## config.mk

```make
export PLATFORM = sky130hd
export DESIGN_NAME = round_ctrl
export DESIGN_NICKNAME = d
export VERILOG_FILES = /design/src/rtl/round_ctrl.sv
export SDC_FILE = /design/constraint.sdc
export NUM_CORES = 1
export LEC_CHECK = 0
export CAP_MARGIN = 20
export CORE_AREA = 2 2 59 61
export DETAILED_ROUTE_END_ITERATION = 12
export DIE_AREA = 0 0 61 63
export PLACE_DENSITY = 0.92
export SLEW_MARGIN = 5
export SYNTH_ARGS = -nofsm -noshare
export SYNTH_HDL_FRONTEND = slang
export SYNTH_SLANG_ARGS = --single-unit
```

## constraint.sdc

```tcl
create_clock -name clk -period 3.01 [get_ports clk]
set_clock_uncertainty 0.05 [all_clocks]
set_input_delay 0.903 -clock clk [delete_from_list [all_inputs] [get_ports clk]]
set_output_delay 0.903 -clock clk [all_outputs]
set_load 0.05 [all_outputs]
```

## src/rtl/round_ctrl.sv

```systemverilog
// Round sequencer for a reaction game: arms the downstream timer, tracks
// level/score/lives, handles pause, and keeps the best final score since reset.
module round_ctrl #(
    parameter int LIVES_INIT = 3,
    parameter int SCORE_MAX  = 99
) (
    input  logic       clk,
    input  logic       reset,
    input  logic       start_game,
    input  logic       pause_btn,
    input  logic       hit,
    input  logic       t_done,
    input  logic       t_flicker,
    output logic       t_start,
    output logic [4:0] t_length,
    output logic       t_freeze,
    output logic [2:0] level,
    output logic [6:0] score,
    output logic [6:0] best,
    output logic [1:0] lives,
    output logic       warn,
    output logic       game_over
);

    typedef enum logic [1:0] {IDLE, ARM, RUN, OVER} state_t;

    state_t     state, state_n;
    logic       paused, paused_n;
    logic       t_start_n;
    logic [4:0] t_length_n;
    logic [2:0] level_n;
    logic [6:0] score_n, best_n;
    logic [1:0] lives_n;

    // Round length shrinks by two cycles per level: 20, 18, ... 6.
    function automatic logic [4:0] len_of(input logic [2:0] l);
        return 5'd20 - {1'b0, l, 1'b0};
    endfunction

    function automatic logic [6:0] sat_score(input logic [6:0] s);
        return (s >= 7'(SCORE_MAX)) ? 7'(SCORE_MAX) : s + 7'd1;
    endfunction

    function automatic logic [2:0] sat_level(input logic [2:0] l);
        return (l == 3'd7) ? 3'd7 : l + 3'd1;
    endfunction

    always_ff @(posedge clk or posedge reset) begin
        if (reset) begin
            state    <= IDLE;
            paused   <= 1'b0;
            t_start  <= 1'b0;
            t_length <= 5'd20;
            level    <= 3'd0;
            score    <= 7'd0;
            best     <= 7'd0;
            lives    <= 2'd0;
        end else begin
            state    <= state_n;
            paused   <= paused_n;
            t_start  <= t_start_n;
            t_length <= t_length_n;
            level    <= level_n;
            score    <= score_n;
            best     <= best_n;
            lives    <= lives_n;
        end
    end

    always_comb begin
        state_n    = state;
        paused_n   = paused;
        t_start_n  = 1'b0;
        t_length_n = t_length;
        level_n    = level;
        score_n    = score;
        best_n     = best;
        lives_n    = lives;
        case (state)
            IDLE, OVER: begin
                if (start_game) begin
                    state_n    = ARM;
                    level_n    = 3'd0;
                    score_n    = 7'd0;
                    lives_n    = 2'(LIVES_INIT);
                    paused_n   = 1'b0;
                    t_start_n  = 1'b1;
                    t_length_n = len_of(3'd0);
                end
            end
            ARM: state_n = RUN;
            RUN: begin
                // A pause press consumes the cycle, so a simultaneous hit is dropped.
                if (pause_btn) begin
                    paused_n = ~paused;
                end else if (!paused) begin
                    if (hit) begin
                        state_n    = ARM;
                        score_n    = sat_score(score);
                        level_n    = sat_level(level);
                        t_start_n  = 1'b1;
                        t_length_n = len_of(sat_level(level));
                    end else if (t_done) begin
                        lives_n = lives - 2'd1;
                        if (lives == 2'd1) begin
                            state_n = OVER;
                            if (score > best) best_n = score;
                        end else begin
                            state_n    = ARM;
                            t_start_n  = 1'b1;
                            t_length_n = len_of(level);
                        end
                    end
                end
            end
            default: state_n = IDLE;
        endcase
    end

    assign t_freeze  = paused;
    assign warn      = t_flicker && (state == RUN) && !paused;
    assign game_over = (state == OVER);

endmodule

```

==> results of run 1 <==
[state kept, by name, indices dropped and copies added (netlist names)]
register,flops
best,7
level,3
lives,2
score,7
state,2
t_freeze,1
t_length,4
t_start,1
[per-stage QoR]
| step | hold slack [ns] | instance area, um^2 |
|---|---|---|
| final | 0.4658 | 2117 |
| after floorplan | 0.5170 | 1694 |
| after detailed placement | 0.4443 | 2087 |
| after CTS | 0.4641 | 2117 |
| after global placement | 0.4406 | 2087 |
| after global routing | 0.4969 | 2117 |
[layer usage]
layer | vias up | GRT usage [%] | wire length (um)
met4 | 0 | 8.152 | 63
met2 | 37 | 34.54 | 1836
met5 | - | 0 | 0
met3 | 8 | 2.692 | 135
met1 | 705 | 27.74 | 1631
li1 | 693 | - | -
[cell usage after synthesis, drive strengths merged, types with 2 or more instances]
master | instances | area share, %
nor3 | 2 | 0.59
nor2 | 13 | 2.9
nand2 | 14 | 3.1
dfstp | 2 | 3.1
nand4 | 2 | 0.74
ha | 15 | 11
a21o | 4 | 1.8
nor2b | 5 | 1.8
nand2b | 3 | 1.1
or4 | 2 | 0.89
buf | 3 | 1.2
inv | 20 | 4.4
clkbuf | 2 | 0.44
a31oi | 4 | 1.5
o21ai | 11 | 3.5
mux2i | 7 | 4.1
dfrtp | 25 | 37
mux2 | 5 | 3.3
o21a | 2 | 0.89
nand3 | 5 | 1.5
a21oi | 9 | 2.7
[power breakdown]
| group | switching [W] | internal (W) |
|---|---|---|
| Clock | 0.000116 | 0.0000511 |
| Combinational | 0.000454 | 0.000263 |
| Sequential | 0.0000538 | 0.000419 |
| Total | 0.000624 | 0.000733 |
[worst paths after layout]
check	start	endpoint	slack, ns
min	t_length[4]	t_length[4]	0.47
min in group asynchronous	reset	score[5]	0.85
max in group asynchronous	reset	t_length[4]	1.76
min reg2reg	t_length[4]	t_length[4]	0.47
max	score[3]	score[3]	0.27
max reg2reg	state[0]	t_length[1]	0.76
[kinds of logic after synthesis]
| kind of cell | after synthesis |
|---|---|
| buffers and inverters | 25 |
| other | 1 |
| flip-flops | 27 |
| AO/OA/AOI/OAI | 45 |
| multiplexers | 12 |
| AND/OR/NAND/NOR | 51 |
| XOR/XNOR | 1 |
| adder cells (fa/ha/maj) | 15 |
[cell usage in the layout (no fill, tap or decap), types with 3 or more instances in the layout]
master           count
clkbuf_4             3
a21oi_1              9
o21ai_0             10
inv_1               20
a21o_1               4
mux2_2               5
nand2_1             14
dfrtp_1             25
nor2b_1              5
ha_1                15
buf_4                3
clkdlybuf4s50_1     32
nand2b_1             3
a31oi_1              4
mux2i_1              7
nand3_1              5
nor2_1              13
[final cells by class]
class	instances	area (um^2)	area share (%)
Clock buffer	3	22.52	1.064
Clock inverter	1	7.507	0.3546
Inverter	20	75.07	3.546
Multi-Input combinational cell	125	913.4	43.14
Sequential cell	27	678.2	32.03
Tap cell	46	57.56	2.719
Timing Repair Buffer	36	362.8	17.14
==> impl_metrics.csv, run 1 <==
group,metric,value,unit
timing,drv_slew,0,
routing,firstDrtPassIters,4,
place,dpl.cell_count,254,
grt,grt_usage,21.12,%
clock_network,clkLatencyLatePin,0.34,ns
timing,setup_ws,0.2724,ns
setup_path,crit_path_top_delay_cell,"clkdlybuf4s50_1",
routing,routed_wl,3667,um
grt,grt_max_degree,28,
hold_path,hold-path-cell-count,2,
timing,finalHoldViolations,0,
timing,fmax,0.3653,GHz
timing,worst_pin_slew,0.6317,ns
synthesis,synth_compound_area_share,19.79,%
setup_path,required,2.06,ns
setup_path,crit_cells,1,
timing,rsz0062_at_grt,"no",
pwr,total_power,0.001356,W
setup_path,critPathArrivalTime,1.78,ns
pwr,power.density,640.7,nW/um^2
synthesis,synth_ff_type,"dfrtp_1",
grt,grt_antenna_before_repair,0,
synthesis,synth_cell_types,45,
setup_path,critPathMaxStageDelay,0.87,ns
pwr,ir_worst_vdd,0.3966,mV
timing,tns,0,ns
place,gp_congestion,0.7976,
timing,finalWorstPathRequiredPeriod,2.738,ns
synthesis,synth_top_family_by_area,"compound AO/OA/AOI/OAI gates",
routing,drt-initial-drc-count,68,
layout,final_net_count,235,
routing,vias_per_cell,5.593,
layout,syn2layout_area_growth,24.96,%
setup_path,r2r_cells,7,
die,rows,21,
synthesis,synthSimpleGateAreaFrac,14.84,%
routing,ant_nets,0,
clock_network,cts_setup_buffers,0,
clock_network,clk_pin_slew,0.15,ns
synthesis,yosysWarningCount,0,
clock_network,htreeDepth,1,
layout,diodes,0,
clock_network,cts_buffers,3,
synthesis,syn_nets,199,
setup_path,path_cells,"clkdlybuf4s50_1",
setup_path,end_kind,"output port",
layout,drive_above_1_share,10.38,%
clock_network,cts_root_buffer,"clkbuf_4",
clock_network,cts_resized,0,
clock_network,cts_hold_buf,0,
place,dp_hpwl,2662,um
clock_network,cts_tree,"done",
synthesis,synth_enable_flop_cells,0,
timing,maxSlewHeadroom,57.22,%
synthesis,syn_inst,177,
hold_path,hp-class,"flop to flop",
setup_path,start_kind,"flop",
die,io-pin-count,35,
synthesis,async_flop_share,100.0,%
flow_run,max_cap_violations,0,
routing,num_vias,1443,
pwr,p_leak,0.9866,nW
die,die_x,61,um
synthesis,synth_mux_area_share,7.459,%
run_status,status,"finished, final reports clean",
layout,fill_cells,260,
synthesis,synthXorXnorAreaFrac,0.5170,%
die,die_area,3843,um^2
routing,drcViolationCount,0,
die,start_util,52.42,%
synthesis,syn-mean-instance-area,9.571,um^2
synthesis,syn-cell-area,1694,um^2
layout,finalNonFillerCells,258,
setup_path,crit_family,"buffers and inverters",
setup_path,crit_fanout,9,
die,core_area,3232,um^2
grt,grt_pass1_vias,1407,
clock_network,cts_sinks,27,
synthesis,synth-seq-area-share,40.03,%
routing,wire_per_inst,14.21,um
layout,finish.utilization,65.51,%
timing,min_period_over_period,90.95,%
place,port_buffers,33,
die,die_y,63,um
setup_path,path_class,"flop to output port",
setup_path,path_buf_inv,1,
synthesis,synthAdderAreaFrac,11.08,%
place,pre_cts_slack,0.3052,ns
grt,grt_overflow,0,
clock_network,cts_buffer_depth,2,
timing,finalSetupViolCount,0,
synthesis,ys_ff_latch,27,
grt,grt_pass1_wl,6237,um
No activity file was read; power rests on OpenSTA's default activity.
==> run 2, diff against run 1 <==
--- a/config.mk
+++ b/config.mk
@@ -6,10 +6,10 @@
 export NUM_CORES = 1
 export LEC_CHECK = 0
 export CAP_MARGIN = 20
-export CORE_AREA = 2 2 59 61
+export CORE_AREA = 2 2 65 67
 export DETAILED_ROUTE_END_ITERATION = 12
-export DIE_AREA = 0 0 61 63
-export PLACE_DENSITY = 0.92
+export DIE_AREA = 0 0 67 69
+export PLACE_DENSITY = 0.69
 export SLEW_MARGIN = 5
 export SYNTH_ARGS = -nofsm -noshare
 export SYNTH_HDL_FRONTEND = slang
==> run 2 against run 1 <==
Compared with the run above: largest power group unchanged; utilization shrank 11 points; design area grew 1.7%; critical path type is now input port to output port; count of clock-buffer cells in the layout grew 1; register-to-register slack gained 0.07 ns; die area grew 20%; clock power grew 26%; sequential power is essentially flat; maximum frequency grew 0.78%.
==> impl_metrics.csv, run 2 (synthesis gave the netlist of run 1 again) <==
group,metric,value,unit
die,die_area,4623,um^2
clock_network,cts_buffers,3,
timing,drv_slew,0,
die,start_util,43.29,%
timing,worst_pin_slew,0.6812,ns
setup_path,path_buf_inv,2,
clock_network,cts_hold_buf,0,
setup_path,path_cells,"clkdlybuf4s50_1, nand2_1, nor2_1, buf_12",
pwr,power.density,651.2,nW/um^2
timing,min_period_over_period,90.24,%
grt,grt_antenna_before_repair,0,
timing,setup_ws,0.2936,ns
layout,final_common_cell,"clkdlybuf4s50_1",
run_status,status,"finished, final reports clean",
setup_path,critPathMaxStageDelay,0.46,ns
routing,ant_nets,0,
timing,rsz0062_at_grt,"no",
setup_path,timing.critical_path.from,"t_flicker",
timing,finalHoldViolations,0,
routing,drt-initial-drc-count,61,
grt,grt_overflow,0,
timing,fmax,0.3681,GHz
die,die_x,67,um
setup_path,crit_family,"buffers and inverters",
layout,layout_common_cells,"32 x clkdlybuf4s50_1, 25 x dfrtp_1, 20 x inv_1",
routing,routed_wl,3612,um
layout,syn2layout_area_growth,27.03,%
die,die_y,69,um
layout,drive_above_1_share,10.75,%
clock_network,cts_tree,"done",
grt,grt_pass1_wl,6203,um
setup_path,r2r_cells,5,
setup_path,required,2.06,ns
clock_network,htreeDepth,1,
setup_path,crit_path_end,"warn",
flow_run,max_cap_violations,0,
layout,final_net_count,237,
clock_network,cts_sinks,27,
place,gp_congestion,0.7845,
clock_network,clkLatencyLatePin,0.28,ns
routing,wire_per_inst,13.68,um
setup_path,end_kind,"output port",
layout,finish.utilization,54.99,%
pwr,p_leak,1.006,nW
setup_path,r2r-start,"score[0]",
setup_path,crit_fanout,1,
place,pre_cts_slack,0.2662,ns
setup_path,reg2reg_slack,0.83,ns
grt,grt_usage,17.40,%
layout,fill_cells,373,
timing,tns,0,ns
setup_path,crit_path_top_delay_cell,"clkdlybuf4s50_1",
routing,vias_per_cell,5.295,
timing,finalWorstPathRequiredPeriod,2.716,ns
setup_path,critPathArrivalTime,1.76,ns
layout,top_regs,"best: 7 flops, score: 7 flops, t_length: 4 flops",
place,port_buffers,33,
routing,num_vias,1398,
setup_path,start_kind,"input port",
routing,drcViolationCount,0,
die,core_area,3914,um^2
grt,grt_max_degree,28,
clock_network,cts_root_buffer,"clkbuf_8",
die,rows,23,
setup_path,path_class,"input port to output port",
grt,grt_pass1_vias,1340,
hold_path,hp-class,"flop to flop",
timing,finalSetupViolCount,0,
setup_path,reg2reg_to,"score[2]",
clock_network,clk_pin_slew,0.10,ns
place,dp_hpwl,2630,um
timing,maxSlewHeadroom,53.87,%
pwr,total_power,0.001401,W
clock_network,cts_buffer_depth,2,
routing,firstDrtPassIters,4,
clock_network,cts_setup_buffers,0,
clock_network,cts_resized,0,
setup_path,crit_cells,4,
die,io-pin-count,35,
pwr,ir_worst_vdd,0.4762,mV
layout,diodes,0,
run 2: cell types whose count changed in the layout (fill, tap and decap cells not counted), sizes merged:
| cell | before | now |
|---|---|---|
| clkinvlp | 1 | 0 |
| buf | 4 | 6 |
| clkbuf | 3 | 4 |
run 2: metrics by stage:
| step | std cells | area, um^2 | hold WS, ns |
|---|---|---|---|
| finish | 264 | 2152 | 0.4556 |
| global route | 264 | 2152 | 0.5023 |
| CTS | 264 | 2152 | 0.4566 |
| detailed placement | 260 | 2107 | 0.4445 |
| global placement | 260 | 2107 | 0.4415 |
| floorplan | 177 | 1694 | 0.5170 |
run 2: per-layer routing:
layer	track usage, %	up-vias	routed length, um
met5	0	-	0
met4	7.483	0	76
met3	2.610	7	118
met2	25.74	30	1608
met1	25.00	661	1808
li1	-	700	-
run 2: area by class of cell:
class	count	area [um^2]	share of cell area [%]
Multi-Input combinational cell	125	913.4	42.44
Tap cell	50	62.56	2.907
Inverter	20	75.07	3.488
Timing Repair Buffer	38	377.9	17.56
Sequential cell	27	678.2	31.51
Clock buffer	4	45.04	2.093
run 2: how the worst min path moves through the flow:
stage | start | endpoint | slack (ns) | cells after the start
final | t_length[2] | t_length[2] | 0.46 | 2
after global placement | t_length[2] | t_length[2] | 0.44 | 2
after CTS | t_length[2] | t_length[2] | 0.46 | 2
after floorplan | state[1] | state[1] | 0.52 | 2
after global routing | t_length[2] | t_length[2] | 0.50 | 2
after detailed placement | t_length[4] | t_length[4] | 0.44 | 2
run 2: worst min-delay path: cells and delay by family (launching register included):
kind | cells | cell delay [ns]
simple gates | 1 | 0.09
compound gates | 1 | 0.05
flops | 1 | 0.38
run 2: report_power, final:
group | internal [W] | switching (W)
Clock | 0.0000951 | 0.000116
Combinational | 0.000272 | 0.000447
Sequential | 0.000419 | 0.0000517
Total | 0.000787 | 0.000615
